### src/rtl/spidergon_vc_out_port.sv
`default_nettype none
// ============================================================================
// Module      : spidergon_vc_out_port
// Description : Output-port stage of a Spidergon router. NUM_VC virtual
//               channels, each with its own FIFO. Downstream flow control is
//               credit-based. Flits are switched onto a single link under
//               per-flit round-robin VC arbitration.
//
// Ports       : clk, reset      - clock, synchronous active-high reset
//               in_flit/in_valid/in_vc - flit from crossbar and target VC
//               in_vc_ready     - per-VC "FIFO not full"
//               out_flit/out_valid/out_vc - registered link output
//               credit_return   - per-VC one-cycle credit pulse from downstream
//               vc_empty        - per-VC "FIFO empty"
//               err_overflow    - sticky: write to full VC or invalid VC
//               err_credit      - sticky: credit returned while credit full
//
// Option      : `define SPIDERGON_PKT_LOCK_EN to lock the port to a VC from a
//               head flit (type 01) until its tail flit (type 00) is sent.
//
// Revision    : 1.0 - initial release
// ============================================================================
module spidergon_vc_out_port #(
   parameter  int FLIT_DATA_WIDTH = 16,
   parameter  int NUM_VC          = 2,
   parameter  int VC_DEPTH        = 4,
   parameter  int CREDIT_INIT     = 4,
   localparam int FTW             = FLIT_DATA_WIDTH + 2,
   localparam int VCW             = (NUM_VC > 1) ? $clog2(NUM_VC) : 1
) (
   input  logic              clk,
   input  logic              reset,
   input  logic [FTW-1:0]    in_flit,
   input  logic              in_valid,
   input  logic [VCW-1:0]    in_vc,
   output logic [NUM_VC-1:0] in_vc_ready,
   output logic [FTW-1:0]    out_flit,
   output logic              out_valid,
   output logic [VCW-1:0]    out_vc,
   input  logic [NUM_VC-1:0] credit_return,
   output logic [NUM_VC-1:0] vc_empty,
   output logic              err_overflow,
   output logic              err_credit
);

   localparam int PW  = (VC_DEPTH > 1) ? $clog2(VC_DEPTH) : 1;
   localparam int CW  = $clog2(VC_DEPTH + 1);
   localparam int CRW = (CREDIT_INIT > 1) ? $clog2(CREDIT_INIT + 1) : 1;

   // Round-robin step: (base + off) mod NUM_VC, with off < NUM_VC.
   function automatic logic [VCW-1:0] f_rr_idx(input logic [VCW-1:0] base, input int off);
      int s;
      s = int'(base) + off;
      if (s >= NUM_VC) begin
         s = s - NUM_VC;
      end
      return VCW'(s);
   endfunction

   logic [NUM_VC-1:0]          w_full;
   logic [NUM_VC-1:0]          w_empty;
   logic [NUM_VC-1:0]          w_wr_hit;
   logic [NUM_VC-1:0]          w_has_credit;
   logic [NUM_VC-1:0]          w_credit_err;
   logic [NUM_VC-1:0]          w_eligible;
   logic [NUM_VC-1:0][FTW-1:0] w_head;
   logic                       w_grant_valid;
   logic [VCW-1:0]             w_grant_vc;
   logic                       w_wr_err;

   logic [VCW-1:0] rr_ptr_q, rr_ptr_d;
   logic [FTW-1:0] out_flit_q, out_flit_d;
   logic           out_valid_q, out_valid_d;
   logic [VCW-1:0] out_vc_q, out_vc_d;
   logic           err_overflow_q, err_overflow_d;
   logic           err_credit_q, err_credit_d;

   // -------------------------------------------------------------------------
   // Per-VC FIFO and credit counter
   // -------------------------------------------------------------------------
   for (genvar v = 0; v < NUM_VC; v++) begin : g_vc
      logic [FTW-1:0] mem_q [VC_DEPTH];
      logic [PW-1:0]  wr_ptr_q, wr_ptr_d;
      logic [PW-1:0]  rd_ptr_q, rd_ptr_d;
      logic [CW-1:0]  count_q, count_d;
      logic [CRW-1:0] credit_q, credit_d;
      logic           w_push;
      logic           w_pop;

      assign w_full[v]       = (count_q == CW'(VC_DEPTH));
      assign w_empty[v]      = (count_q == '0);
      assign w_wr_hit[v]     = in_valid && (in_vc == VCW'(v));
      // Readiness is purely ~full: a same-cycle pop never frees a slot early.
      assign w_push          = w_wr_hit[v] && !w_full[v];
      assign w_pop           = w_grant_valid && (w_grant_vc == VCW'(v));
      assign w_has_credit[v] = (credit_q != '0);
      assign w_head[v]       = mem_q[rd_ptr_q];
      // A return that coincides with a send is absorbed and never overflows.
      assign w_credit_err[v] = credit_return[v] && !w_pop &&
                               (credit_q == CRW'(CREDIT_INIT));

      always_comb begin
         wr_ptr_d = wr_ptr_q;
         rd_ptr_d = rd_ptr_q;
         count_d  = count_q;
         credit_d = credit_q;
         if (w_push) begin
            wr_ptr_d = (wr_ptr_q == PW'(VC_DEPTH - 1)) ? '0 : wr_ptr_q + 1'b1;
         end
         if (w_pop) begin
            rd_ptr_d = (rd_ptr_q == PW'(VC_DEPTH - 1)) ? '0 : rd_ptr_q + 1'b1;
         end
         case ({w_push, w_pop})
            2'b10:   count_d = count_q + 1'b1;
            2'b01:   count_d = count_q - 1'b1;
            default: count_d = count_q;
         endcase
         case ({w_pop, credit_return[v]})
            2'b10:   credit_d = credit_q - 1'b1;
            2'b01: begin
               if (credit_q != CRW'(CREDIT_INIT)) begin
                  credit_d = credit_q + 1'b1;
               end
            end
            default: credit_d = credit_q;
         endcase
      end

      always_ff @(posedge clk) begin
         if (reset) begin
            wr_ptr_q <= '0;
            rd_ptr_q <= '0;
            count_q  <= '0;
            credit_q <= CRW'(CREDIT_INIT);
         end else begin
            wr_ptr_q <= wr_ptr_d;
            rd_ptr_q <= rd_ptr_d;
            count_q  <= count_d;
            credit_q <= credit_d;
         end
      end

      // Storage needs no reset: occupancy alone defines valid entries.
      always_ff @(posedge clk) begin
         if (w_push) begin
            mem_q[wr_ptr_q] <= in_flit;
         end
      end
   end

   // -------------------------------------------------------------------------
   // Eligibility, with optional packet lock
   // -------------------------------------------------------------------------
`ifdef SPIDERGON_PKT_LOCK_EN
   typedef enum logic [0:0] {
      LK_FREE = 1'b0,
      LK_HELD = 1'b1
   } lock_state_e;

   lock_state_e    lock_state_q, lock_state_d;
   logic [VCW-1:0] lock_vc_q, lock_vc_d;
   logic [1:0]     w_grant_type;

   assign w_grant_type = w_head[w_grant_vc][FTW-1 -: 2];

   always_comb begin
      lock_state_d = lock_state_q;
      lock_vc_d    = lock_vc_q;
      if (w_grant_valid) begin
         if (w_grant_type == 2'b01) begin
            lock_state_d = LK_HELD;
            lock_vc_d    = w_grant_vc;
         end else if (w_grant_type == 2'b00) begin
            lock_state_d = LK_FREE;
         end
      end
   end

   always_ff @(posedge clk) begin
      if (reset) begin
         lock_state_q <= LK_FREE;
         lock_vc_q    <= '0;
      end else begin
         lock_state_q <= lock_state_d;
         lock_vc_q    <= lock_vc_d;
      end
   end

   assign w_eligible = ~w_empty & w_has_credit &
                       ((lock_state_q == LK_HELD) ? (NUM_VC'(1) << lock_vc_q)
                                                  : {NUM_VC{1'b1}});
`else
   assign w_eligible = ~w_empty & w_has_credit;
`endif

   // -------------------------------------------------------------------------
   // Round-robin arbiter: first eligible VC at or after the pointer
   // -------------------------------------------------------------------------
   always_comb begin
      w_grant_valid = 1'b0;
      w_grant_vc    = '0;
      for (int i = 0; i < NUM_VC; i++) begin
         if (!w_grant_valid && w_eligible[f_rr_idx(rr_ptr_q, i)]) begin
            w_grant_valid = 1'b1;
            w_grant_vc    = f_rr_idx(rr_ptr_q, i);
         end
      end
   end

   // -------------------------------------------------------------------------
   // Output register, pointer and sticky errors
   // -------------------------------------------------------------------------
   assign w_wr_err = in_valid && ((w_wr_hit == '0) || ((w_wr_hit & w_full) != '0));

   always_comb begin
      rr_ptr_d       = rr_ptr_q;
      out_valid_d    = w_grant_valid;
      out_flit_d     = out_flit_q;
      out_vc_d       = out_vc_q;
      err_overflow_d = err_overflow_q | w_wr_err;
      err_credit_d   = err_credit_q | (|w_credit_err);
      if (w_grant_valid) begin
         rr_ptr_d   = f_rr_idx(w_grant_vc, 1);
         out_flit_d = w_head[w_grant_vc];
         out_vc_d   = w_grant_vc;
      end
   end

   always_ff @(posedge clk) begin
      if (reset) begin
         rr_ptr_q       <= '0;
         out_valid_q    <= 1'b0;
         out_flit_q     <= '0;
         out_vc_q       <= '0;
         err_overflow_q <= 1'b0;
         err_credit_q   <= 1'b0;
      end else begin
         rr_ptr_q       <= rr_ptr_d;
         out_valid_q    <= out_valid_d;
         out_flit_q     <= out_flit_d;
         out_vc_q       <= out_vc_d;
         err_overflow_q <= err_overflow_d;
         err_credit_q   <= err_credit_d;
      end
   end

   assign in_vc_ready  = ~w_full;
   assign vc_empty     = w_empty;
   assign out_flit     = out_flit_q;
   assign out_valid    = out_valid_q;
   assign out_vc       = out_vc_q;
   assign err_overflow = err_overflow_q;
   assign err_credit   = err_credit_q;

endmodule
`default_nettype wire
### config.mk
export PLATFORM = sky130hd
export DESIGN_NAME = spidergon_vc_out_port
export DESIGN_NICKNAME = d
export VERILOG_FILES = /design/src/rtl/spidergon_vc_out_port.sv
export SDC_FILE = /design/constraint.sdc
export NUM_CORES = 1
export LEC_CHECK = 0
export BUFFER_PORTS_ARGS = -buffer_cell sky130_fd_sc_hd__buf_4
export CAP_MARGIN = 20
export CORE_ASPECT_RATIO = 2
export CORE_UTILIZATION = 35
export DETAILED_ROUTE_END_ITERATION = 8
export PLACE_DENSITY_LB_ADDON = 0.05
export SYNTH_ARGS = -nofsm -noshare
export SYNTH_HDL_FRONTEND = slang
export SYNTH_SLANG_ARGS = --single-unit
export TNS_END_PERCENT = 100
### constraint.sdc
create_clock -name clk -period 4.1 [get_ports clk]
set_input_delay 0.41 -clock clk [delete_from_list [all_inputs] [get_ports clk]]
set_output_delay 0.41 -clock clk [all_outputs]
set_load 0.03 [all_outputs]
==> metrics.md, run 1 <==
| Metric | Value |
|---|---|
| Total wire length | 15400 um |
| Wire per inst | just under 20 um |
| Initial antenna violation count | 0 |
| Final ANT Viol Nets | 0 |
| Power per cell area | 714 nW/um2 |
| Slew Limit Fails | 0 |
| Leakage power | roughly 3.1 nW |
| Post-synth EDFFs | 144 |
| Clock period minus worst slack | 2820 ps |
| Most common cell after layout, fill and taps aside | edfxtp_1 |
| Layout cells sized above 1 | 26.3% |
| Post-synthesis sequential area ratio | 70.0% |
| Unrepaired setup endpoints after global routing | false |
| Syn Std Cell Area | 7530 um2 |
| Synth unique cells | 40 |
| Fin. Hold Viols | 0 |
| Initial DRC count | around 160 |
| Core area | 21000 um2 |
| Status | finished clean |
| Crit path max fanout | 8 |
| Warnings from Yosys | 0 |
| Worst Tran Pin Value | roughly 780 ps |
| Detailed-route via count | 3847 |
| Post-CTS setup buffer count | 0 |
| IO buf count | 49 |
| Site Rows | 75 |
| Die W | 106 um |
| MaxCap Viol Count | 0 |
| N_diodes | 0 |
| Max-slew headroom | approximately 48% |
| Final Non-Filler Cells | between 700 and 800 |
| Met1 Usage GRT | 16.2% |
| Worst EP arrival | 3170 ps |
| Min-delay worst type | in -> reg |
| Critical Path RT | around 4500 ps |
| Syn avg cell area | 17.1 um2 |
| Setup violators final | 0 |
| #FFs+latches synth | 191 |
| TritonCTS buffer count | 17 |
| Largest net degree at the start of global routing | 50 |
| Root Buffer | clkbuf_16 |
| Clock Tree Buf Depth | 2 |
| Clock latency on the worst-skew pair | 420 ps |
| Ports | 50 |
| Most frequent cells in the layout | edfxtp_1, buf_4, dfxtp_1, nor2_1, mux4_2 |
| Max VDD drop | 0.000556 V |
| Busiest grt layer | met2 |
| Async set or reset register ratio after synthesis | 0% |
| CTS tree | yes |
| Final TNS setup | 0 ps |
| Reg2reg setup slack | 1280 ps |
| Worst setup EP type | register |
| Starting density of the core | 35.8% |
| Vias in the first global route | around 4100 |
| Via/cell ratio | 4.92 |
| Global-route wire length before repair | approximately 24000 um |
| CP startpoint kind | register |
| Die height | 209 um |
| CP Class | reg -> reg |
| Achievable frequency | 355 MHz |
| Post-CTS Hold Buffers | 0 |
| Global routing met2 resource utilization | 28.4% |
| Final GP Congestion | 0.691 |
| Total grt overflow | 0 |
| Synth Instances | between 400 and 500 |
| Final cycle utilization of the critical path | just under 70% |
| Synthesized net count | between 400 and 500 |
| Number of detailed-route iterations in the first pass | 5 |
| DRC viols | 0 |
| Post-DP HPWL | 9390 um |
| Area delta synth->final | 17.6% |
| Post-CTS Resized | 0 |
| Setup Skew | 7.42 ps |
| CTS clk-pin slew, worst paths | 70 ps |
| # fillers | between 1500 and 2000 |
| Ys flop type | edfxtp_1 |
| Nets | 540 |
| Die Area | 22100 um2 |
| Clk sinks | 191 |
| Clock H-tree levels | 4 |
| Cell Count Post-Placement | about 750 |
| GRT Util Overall | between 15 and 20% |
| Met3 Resource Use GR | 3.26% |
## final timing paths
check             cells after the start          startpoint                    to
setup / recovery                      8  g_vc[1].count_q[2]    g_vc[0].count_q[2]
setup reg to reg                      8  g_vc[1].count_q[2]    g_vc[0].count_q[2]
hold / removal                        1         in_flit[10]  g_vc[0].mem_q[0][10]
hold reg to reg                       2              out_vc                out_vc
## critical path, cell delays in order (launching register included)
cell and delay, ps:
dfxtp_1 330, or3_1 490, a311oi_4 590, ha_1 290, inv_1 60, fa_1 380
xor2_1 160, or3_1 300, a21oi_1 140
## power breakdown
part / internal (mW) / switching [mW] / total (mW)
logic: 0.997 / 1.24 / 2.24
registers: 2.31 / 0.208 / 2.52
clock network: 0.864 / 0.693 / 1.56
total: 4.17 / 2.14 / 6.32
## area by class of cell
type,count,area (um2),area share [%]
Inverter,17,63.8,0.721
Tap cell,269,337,3.80
Clock inverter,11,88.8,1.00
Sequential cell,191,5270,59.5
Clock buffer,21,460,5.20
Multi-Input combinational cell,211,2140,24.2
Timing Repair Buffer,62,493,5.57
## cell usage after synthesis (6+ instances only)
library cell,number,area [um2]
mux2i_1,28,280
nand2_1,8,30.0
inv_1,15,56.3
a211oi_1,18,135
or3_1,6,37.5
mux4_2,36,811
and2_1,8,50.1
nor2_1,41,154
clkbuf_1,11,41.3
edfxtp_1,144,4320
dfxtp_1,47,941
ha_1,12,150
a21oi_1,10,50.1
## registers in the layout, summed over array words and instances, names as in the netlist, named ones only
signal,flops
g_vc.wr_ptr_q,4
out_valid,1
rr_ptr_q,1
err_credit,1
g_vc.count_q,6
out_flit,18
err_overflow,1
g_vc.credit_q,6
out_vc,1
g_vc.rd_ptr_q,4
g_vc.mem_q,144
## routing by layer
| metal | wire, um | part of all wire (%) |
|---|---|---|
| met5 | 0 | 0 |
| met4 | 206 | 1.3 |
| met3 | 373 | 2.4 |
| met2 | 8840 | 57 |
| met1 | 6020 | 39 |
## kinds of logic after synthesis
logic type,after synthesis,share of synthesized area [%]
AND/OR/NAND/NOR,84,5.67
multiplexers,67,14.9
buffers and inverters,37,2.03
adder cells (fa/ha/maj),16,3.06
AO/OA/AOI/OAI,38,3.64
flip-flops,191,70.0
XOR/XNOR,6,0.698
## through the flow
step | setup WS [ps] | utilization, % | area, um2 | hold slack [ps] | power, mW
3_5_place_dp | 1280 | 39.4 | 8280 | 463 | 4.86
2_1_floorplan | 1310 | - | 7530 | 461 | 4.15
3_3_place_gp | 1380 | 39.3 | 8260 | 454 | 4.80
4_1_cts | 1270 | 42.0 | 8830 | 191 | 6.44
6_report | 1280 | 42.1 | 8850 | 215 | 6.32
5_1_grt | 1120 | 42.1 | 8850 | 197 | 6.70
(Power assumes the default switching activity.)
==> run 2, diff against run 1 <==
--- a/config.mk
+++ b/config.mk
@@ -5,6 +5,7 @@
 export SDC_FILE = /design/constraint.sdc
 export NUM_CORES = 1
 export LEC_CHECK = 0
+export ABC_AREA = 1
 export BUFFER_PORTS_ARGS = -buffer_cell sky130_fd_sc_hd__buf_4
 export CAP_MARGIN = 20
 export CORE_ASPECT_RATIO = 2
==> constraint.sdc (replaced) <==
create_clock -name clk -period 2.9 [get_ports clk]
set_input_delay 0.29 -clock clk [delete_from_list [all_inputs] [get_ports clk]]
set_output_delay 0.29 -clock clk [all_outputs]
set_load 0.03 [all_outputs]
==> metrics.md, run 2 <==
| Metric | Value |
|---|---|
| Clock H-tree levels | 4 (unchanged) |
| Unrepaired setup endpoints after global routing | false |
| Synthesized net count | 716 (+49%) |
| Post-CTS Hold Buffers | 0 (unchanged) |
| Synth area leaders | edfxtp_1, dfxtp_1, nand2_1, nand3_1, nor2_1 |
| Root Buffer | clkbuf_16 |
| Leakage power | 3.40 nW (+9.2%) |
| FF+latch area | 5270 um2 (about the same) |
| Most frequent cells in the layout | edfxtp_1, nand2_1, nand3_1, buf_4, nor2_1 |
| Critical-path top delay cell | fa_1 |
| Ys flop type | edfxtp_1 |
| Layout cells sized above 1 | 17.4% (-9.0 points) |
| Async set or reset register ratio after synthesis | 0% (unchanged) |
| Nets | 770 (+43%) |
| Post-synth EDFFs | 144 (unchanged) |
| Clock period minus worst slack | 2290 ps (-533 ps) |
| Setup Skew | 6.11 ps (-1.32 ps) |
| Ports | 50 (unchanged) |
| # fillers | 2090 (+6.9%) |
| Synth unique cells | 37 (-7.5%) |
| CP startpoint kind | register |
| Detailed-route via count | 5099 (+33%) |
| Post-synthesis sequential area ratio | 67.6% (-2.3 points) |
| Core area | 21700 um2 (+3.1%) |
| Number of detailed-route iterations in the first pass | 5 (unchanged) |
| Die height | 213 um (+1.7%) |
| Starting density of the core | 35.9% (+0.11 points) |
| CP cell instances | inv_1 > nand3_2 > nand2_4 > inv_2 > o21ai_2 > buf_4 > inv_2 > ha_1 > inv_1 > fa_1 > a21oi_1 > o21ai_0 > o21ai_0 > a21oi_1 |
| Status | finished clean |
| Hold_sp | in_flit[16] |
| MaxCap Viol Count | 0 (unchanged) |
| Achievable frequency | 437 MHz (+23%) |
| Final cycle utilization of the critical path | 78.9% (+10 points) |
| Final ANT Viol Nets | 0 (unchanged) |
| Via/cell ratio | 5.02 (+2.0%) |
| Worst reg2reg path depth | 14 (+6) |
| Critical Path RT | 3210 ps (-1240 ps) |
| Max-slew headroom | 50.4% (+2.2 points) |
| Slew Limit Fails | 0 (unchanged) |
| Warnings from Yosys | 0 (unchanged) |
| IO buf count | 49 (unchanged) |
| TritonCTS buffer count | 17 (unchanged) |
| Wire per inst | 19.6 um (-0.63%) |
| Setup violators final | 0 (unchanged) |
| Most common cell after layout, fill and taps aside | edfxtp_1 |
| Largest net degree at the start of global routing | 37 (-26%) |
| Synth Instances | 676 (+54%) |
| Reg2reg start | g_vc[0].credit_q[0] |
| CTS clk-pin slew, worst paths | 60 ps (about the same) |
| CTS tree | yes |
| Reg2Reg Capture Point | g_vc[0].count_q[2] |
| Final TNS setup | 0 ps (unchanged) |
| Worst EP arrival | 2600 ps (-570 ps) |
| Design Power | 9.98 mW (+58%) |
| Total grt overflow | 0 (unchanged) |
| Biggest register | g_vc.mem_q |
| CP Class | reg -> reg |
| Power per cell area | 1100 nW/um2 (+55%) |
| Hold depth | 1 (unchanged) |
| Die Area | 22900 um2 (+3.4%) |
| Min-delay worst type | in -> reg |
| Initial DRC count | 291 (+88%) |
| Max reg flops | 144 (unchanged) |
| Area delta synth->final | 16.2% |
| Crit path max fanout | 13 (+5) |
| Clock latency on the worst-skew pair | 430 ps (about the same) |
| DRC viols | 0 (unchanged) |
| Synth cell count leaders | edfxtp_1, nand2_1, nand3_1 |
| Cell area after placement | 8460 um2 (+2.1%) |
| Global-route wire length before repair | 30200 um (+26%) |
| Max VDD drop | 0.000627 V (+13%) |
| Area occupied by multi-input gates | 2190 um2 (+2.3%) |
| GRT Util Overall | 18.8% (+3.7 points) |
| CP peak stage delay | 390 ps (-200 ps) |
| Syn Std Cell Area | 7790 um2 (+3.5%) |
| Hold_ws | 91.4 ps (-124 ps) |
| Total wire length | 19900 um (+29%) |
| #FFs+latches synth | 191 (unchanged) |
| Post-CTS setup buffer count | 0 (unchanged) |
| Post-DP HPWL | 12100 um (+29%) |
| Die W | 107 um (+1.7%) |
| Most common cell in the netlist | edfxtp_1 |
| Finished Cell Area | 9050 um2 (+2.2%) |
| Post-CTS Resized | 0 (unchanged) |
| N_diodes | 0 (unchanged) |
| Vias in the first global route | 5118 (+24%) |
| Syn avg cell area | 11.5 um2 (-33%) |
| Top-area cell type share of the netlist area | 55.5% (-1.9 points) |
| Final Non-Filler Cells | 1016 (+30%) |
| Initial antenna violation count | 0 (unchanged) |
| Cell taking the most area after synthesis | edfxtp_1 |
| Cell Count Post-Placement | 984 (+31%) |
| Clock Tree Buf Depth | 2 (unchanged) |
| Worst setup EP type | register |
| Final GP Congestion | 0.716 (+3.6%) |
| Reg2reg setup slack | 610 ps (-670 ps) |
| Fin. Hold Viols | 0 (unchanged) |
| WHS Endpoint | g_vc[1].mem_q[3][16] |
| Clk sinks | 191 (unchanged) |
| Site Rows | 76 (+1.3%) |
| Worst Tran Pin Value | 742 ps (-33.9 ps) |
## run 2: metal layers
metal	track usage, %	wire, um	up-vias
li1	-	-	2457
met1	19.9	7430	2484
met2	35.4	11200	130
met3	3.94	777	28
met4	7.79	565	0
met5	0	0	-
## run 2: layout make-up
type,count,area share [%]
sequential,191,58.2
multi-input combinational,411,24.2
timing repair buffer,66,5.48
clock buffer,23,5.30
tap,273,3.78
inverter,43,1.87
clock inverter,9,1.18
## run 2: worst max-delay path by stage
stage                                   start                   to  slack, ps  depth (start not counted)
after floorplan            g_vc[0].count_q[2]  g_vc[0].mem_q[0][0]        790                          5
after global placement    g_vc[0].credit_q[0]   g_vc[0].count_q[2]        680                         14
after detailed placement  g_vc[0].credit_q[0]   g_vc[0].count_q[2]        640                         14
after CTS                 g_vc[0].credit_q[0]   g_vc[0].count_q[2]        620                         14
after global routing      g_vc[0].credit_q[0]   g_vc[0].count_q[2]        440                         14
final                     g_vc[0].credit_q[0]   g_vc[0].count_q[2]        610                         14
## run 2: cell families after synthesis
| logic type | after synthesis | synth area share [%] |
|---|---|---|
| muxes | 8 | 1.03 |
| buffers and inverters | 74 | 4.52 |
| and+or+nand+nor | 292 | 16.7 |
| AOI/OAI and AO/OA | 95 | 7.17 |
| DFF | 191 | 67.6 |
| adders and majority gates | 16 | 2.96 |
## run 2: per-stage QoR
stage	worst slack [ps]	util, %
floorplan	789	-
global placement	679	39.0
detailed placement	639	39.0
CTS	623	41.7
global route	444	41.7
finish	612	41.7
## run 2: where the power goes
group	switching [mW]	internal, mW
Clock	0.980	1.35
Sequential	0.198	3.30
Combinational	2.87	1.29
## run 2: critical path: cells and delay by family, from the launching register on
family	cells	cell delay (ps)
adder cells (fa/ha/maj)	2	540
buffers and inverters	5	520
flip-flops	1	380
AO/OA/AOI/OAI	5	510
AND/OR/NAND/NOR	2	230
==> run 3, diff against run 2 <==
--- a/config.mk
+++ b/config.mk
@@ -5,7 +5,7 @@
 export SDC_FILE = /design/constraint.sdc
 export NUM_CORES = 1
 export LEC_CHECK = 0
-export ABC_AREA = 1
+export ABC_AREA = 0
 export BUFFER_PORTS_ARGS = -buffer_cell sky130_fd_sc_hd__buf_4
 export CAP_MARGIN = 20
 export CORE_ASPECT_RATIO = 2
==> constraint.sdc (replaced) <==
create_clock -name clk -period 2.35 [get_ports clk]
set_input_delay 0.235 -clock clk [delete_from_list [all_inputs] [get_ports clk]]
set_output_delay 0.235 -clock clk [all_outputs]
set_load 0.03 [all_outputs]
==> metrics.md, run 3 (synthesis results as in run 1) <==
| Metric | Value |
|---|---|
| Global routing met2 resource utilization | 28.8% (-6.6 points) |
| Nets | 560 (-27%) |
| Total wire length | 16000 um (-20%) |
| Unrepaired setup endpoints after global routing | true |
| Clock period minus worst slack | 2300 ps (+10.9 ps) |
| Site Rows | 75 (-1.3%) |
| Met1 Usage GRT | 17.7% (-2.2 points) |
| WHS Endpoint | g_vc[1].mem_q[0][8] |
| Global-route wire length before repair | 25100 um (-17%) |
| CP startpoint kind | register |
| Status | finished clean |
| Met3 Resource Use GR | 4.01% (+0.068 points) |
| Clock H-tree levels | 4 (unchanged) |
| CTS tree | yes |
| CP Class | reg -> reg |
| DRC viols | 0 (unchanged) |
| Max-slew headroom | 69.4% (+19 points) |
| Leakage power | 3.22 nW (-5.2%) |
| Hold_sp | in_flit[8] |
| Starting density of the core | 35.8% (-0.11 points) |
| Power per cell area | 1280 nW/um2 (+16%) |
| Min-delay worst type | in -> reg |
| Number of detailed-route iterations in the first pass | 4 (-1) |
| Crit path max fanout | 2 (-11) |
| Cell area after placement | 8440 um2 (-0.19%) |
| Busiest grt layer | met2 |
| Post-Route Utilization | 43.1% (+1.4 points) |
| Reg2reg start | g_vc[1].credit_q[1] |
| Achievable frequency | 435 MHz (-0.47%) |
| Worst setup EP type | register |
| TritonCTS buffer count | 17 (unchanged) |
| Setup Skew | 6.60 ps (+0.498 ps) |
| Total grt overflow | 0 (unchanged) |
| MaxCap Viol Count | 0 (unchanged) |
| Clk sinks | 191 (unchanged) |
| Final GP Congestion | 0.682 (-4.7%) |
| CP cell instances | or3_4 > a311oi_4 > ha_2 > inv_2 > fa_2 > xor2_1 > or3_1 > a21oi_2 |
| Area delta synth->final | 20.5% |
| Max VDD drop | 0.000853 V (+36%) |
| N_diodes | 0 (unchanged) |
| Die height | 209 um (-1.7%) |
| Critical-path top delay cell | or3_4 |
| Post-CTS Hold Buffers | 0 (unchanged) |
| Die Area | 22100 um2 (-3.3%) |
| # fillers | 1942 (-7.1%) |
| Biggest register | g_vc.mem_q |
| GRT Util Overall | 15.8% (-3.0 points) |
| Largest net degree at the start of global routing | 33 (-11%) |
| Worst reg2reg path depth | 8 (-6) |
| Critical Path RT | 2720 ps (-490 ps) |
| Hold_ws | 36.6 ps (-54.8 ps) |
| Ports | 50 (unchanged) |
| Slew Limit Fails | 0 (unchanged) |
| Fin. Hold Viols | 0 (unchanged) |
| Max reg flops | 144 (unchanged) |
| Most common cell after layout, fill and taps aside | edfxtp_1 |
| Hold depth | 1 (unchanged) |
| Clock Tree Buf Depth | 2 (unchanged) |
| Clock latency on the worst-skew pair | 430 ps (about the same) |
| Final ANT Viol Nets | 0 (unchanged) |
| Core area | 21000 um2 (-3.0%) |
| Wire per inst | 19.9 um (+1.6%) |
| Finished Cell Area | 9070 um2 (+0.26%) |
| Root Buffer | clkbuf_16 |
| Reg2reg setup slack | 50 ps (-560 ps) |
| Most frequent cells in the layout | edfxtp_1, buf_4, nor2_1, dfxtp_1, mux4_2 |
| CP peak stage delay | 400 ps (about the same) |
| Initial antenna violation count | 0 (unchanged) |
| Setup violators final | 0 (unchanged) |
| Reg2Reg Capture Point | g_vc[0].count_q[2] |
| Detailed-route via count | 4010 (-21%) |
| Via/cell ratio | 5.00 (-0.37%) |
| Die W | 106 um (-1.7%) |
| Vias in the first global route | 4309 (-16%) |
| CP Launch Point | g_vc[1].credit_q[1] |
| Worst EP arrival | 2670 ps (+70 ps) |
| Layout cells sized above 1 | 32.3% (+15 points) |
| CTS clk-pin slew, worst paths | 70 ps (about the same) |
| Post-DP HPWL | 10000 um (-17%) |
| IO buf count | 49 (unchanged) |
| Initial DRC count | 207 (-29%) |
| Final cycle utilization of the critical path | 97.8% (+19 points) |
| Worst Tran Pin Value | 456 ps (-287 ps) |
-- run 3: changes by cell type in the layout (fill, tap and decap cells not counted), moves of 17 or more --
cell and delta:
nand2_1 -121, nand3_1 -77, o21ai_0 -40, mux4_2 +36
inv_1 -20, mux2i_1 +20, nor2_1 -17
-- run 3: layout make-up --
type                       count  area, um2  share of cell area [%]
inverter                      17       66.3                   0.731
multi-input combinational    211       2190                    24.1
tap                          269        337                    3.71
clock inverter                 9       83.8                   0.924
sequential                   191       5270                    58.1
clock buffer                  23        478                    5.27
timing repair buffer          82        644                    7.10
-- run 3: routing by layer --
layer / wire, um / part of all wire (%) / vias up
met3: 497 / 3.1 / 14
met1: 6380 / 40 / 2090
met4: 244 / 1.5 / 0
met2: 8860 / 55 / 63
li1: - / - / 1843
met5: 0 / 0 / -
-- run 3: worst max-delay path, delay by kind of cell (launching register included) --
kind / cells / cell delay [ps]
AO/OA/AOI/OAI: 2 / 420
XOR/XNOR: 1 / 160
AND/OR/NAND/NOR: 2 / 720
adder cells (fa/ha/maj): 2 / 580
buffers and inverters: 1 / 40
flip-flops: 1 / 320
-- run 3: power by group --
group	total [mW]	leakage [nW]	internal, mW	switching (mW)
Sequential	4.27	1.70	4.04	0.229
Clock	2.77	0.274	1.55	1.22
Combinational	4.55	1.25	2.12	2.43
-- run 3: how the worst max path moves through the flow --
stage                                    end  slack, ps  cells after the start
final                     g_vc[0].count_q[2]         50                      8
after global routing      g_vc[0].count_q[2]        -30                      8
after detailed placement  g_vc[1].count_q[2]          2                      9
after CTS                 g_vc[1].count_q[2]          7                      9
after floorplan           g_vc[1].count_q[2]       -120                     11
after global placement    g_vc[1].count_q[2]         70                      9
-- run 3: stage by stage --
step | power, mW | instances | TNS (ps) | setup WS [ps]
6_report | 11.6 | 802 | 0 | 51.3
5_1_grt | 12.3 | 802 | -59.0 | -31.5
4_1_cts | 11.7 | 797 | 0 | 6.57
3_5_place_dp | 8.86 | 765 | 0 | 2.46
3_3_place_gp | 8.79 | 765 | 0 | 70.7
2_1_floorplan | 7.35 | 439 | -195 | -117
-- run 3: repair_timing --
| action | 4_1_cts | 5_1_grt |
|---|---|---|
| gates resized for setup | 2 | 9 |
| buffers inserted | 0 | 5 |
| pin swaps | 0 | 4 |
| setup endpoints to repair | 1 | 3 |
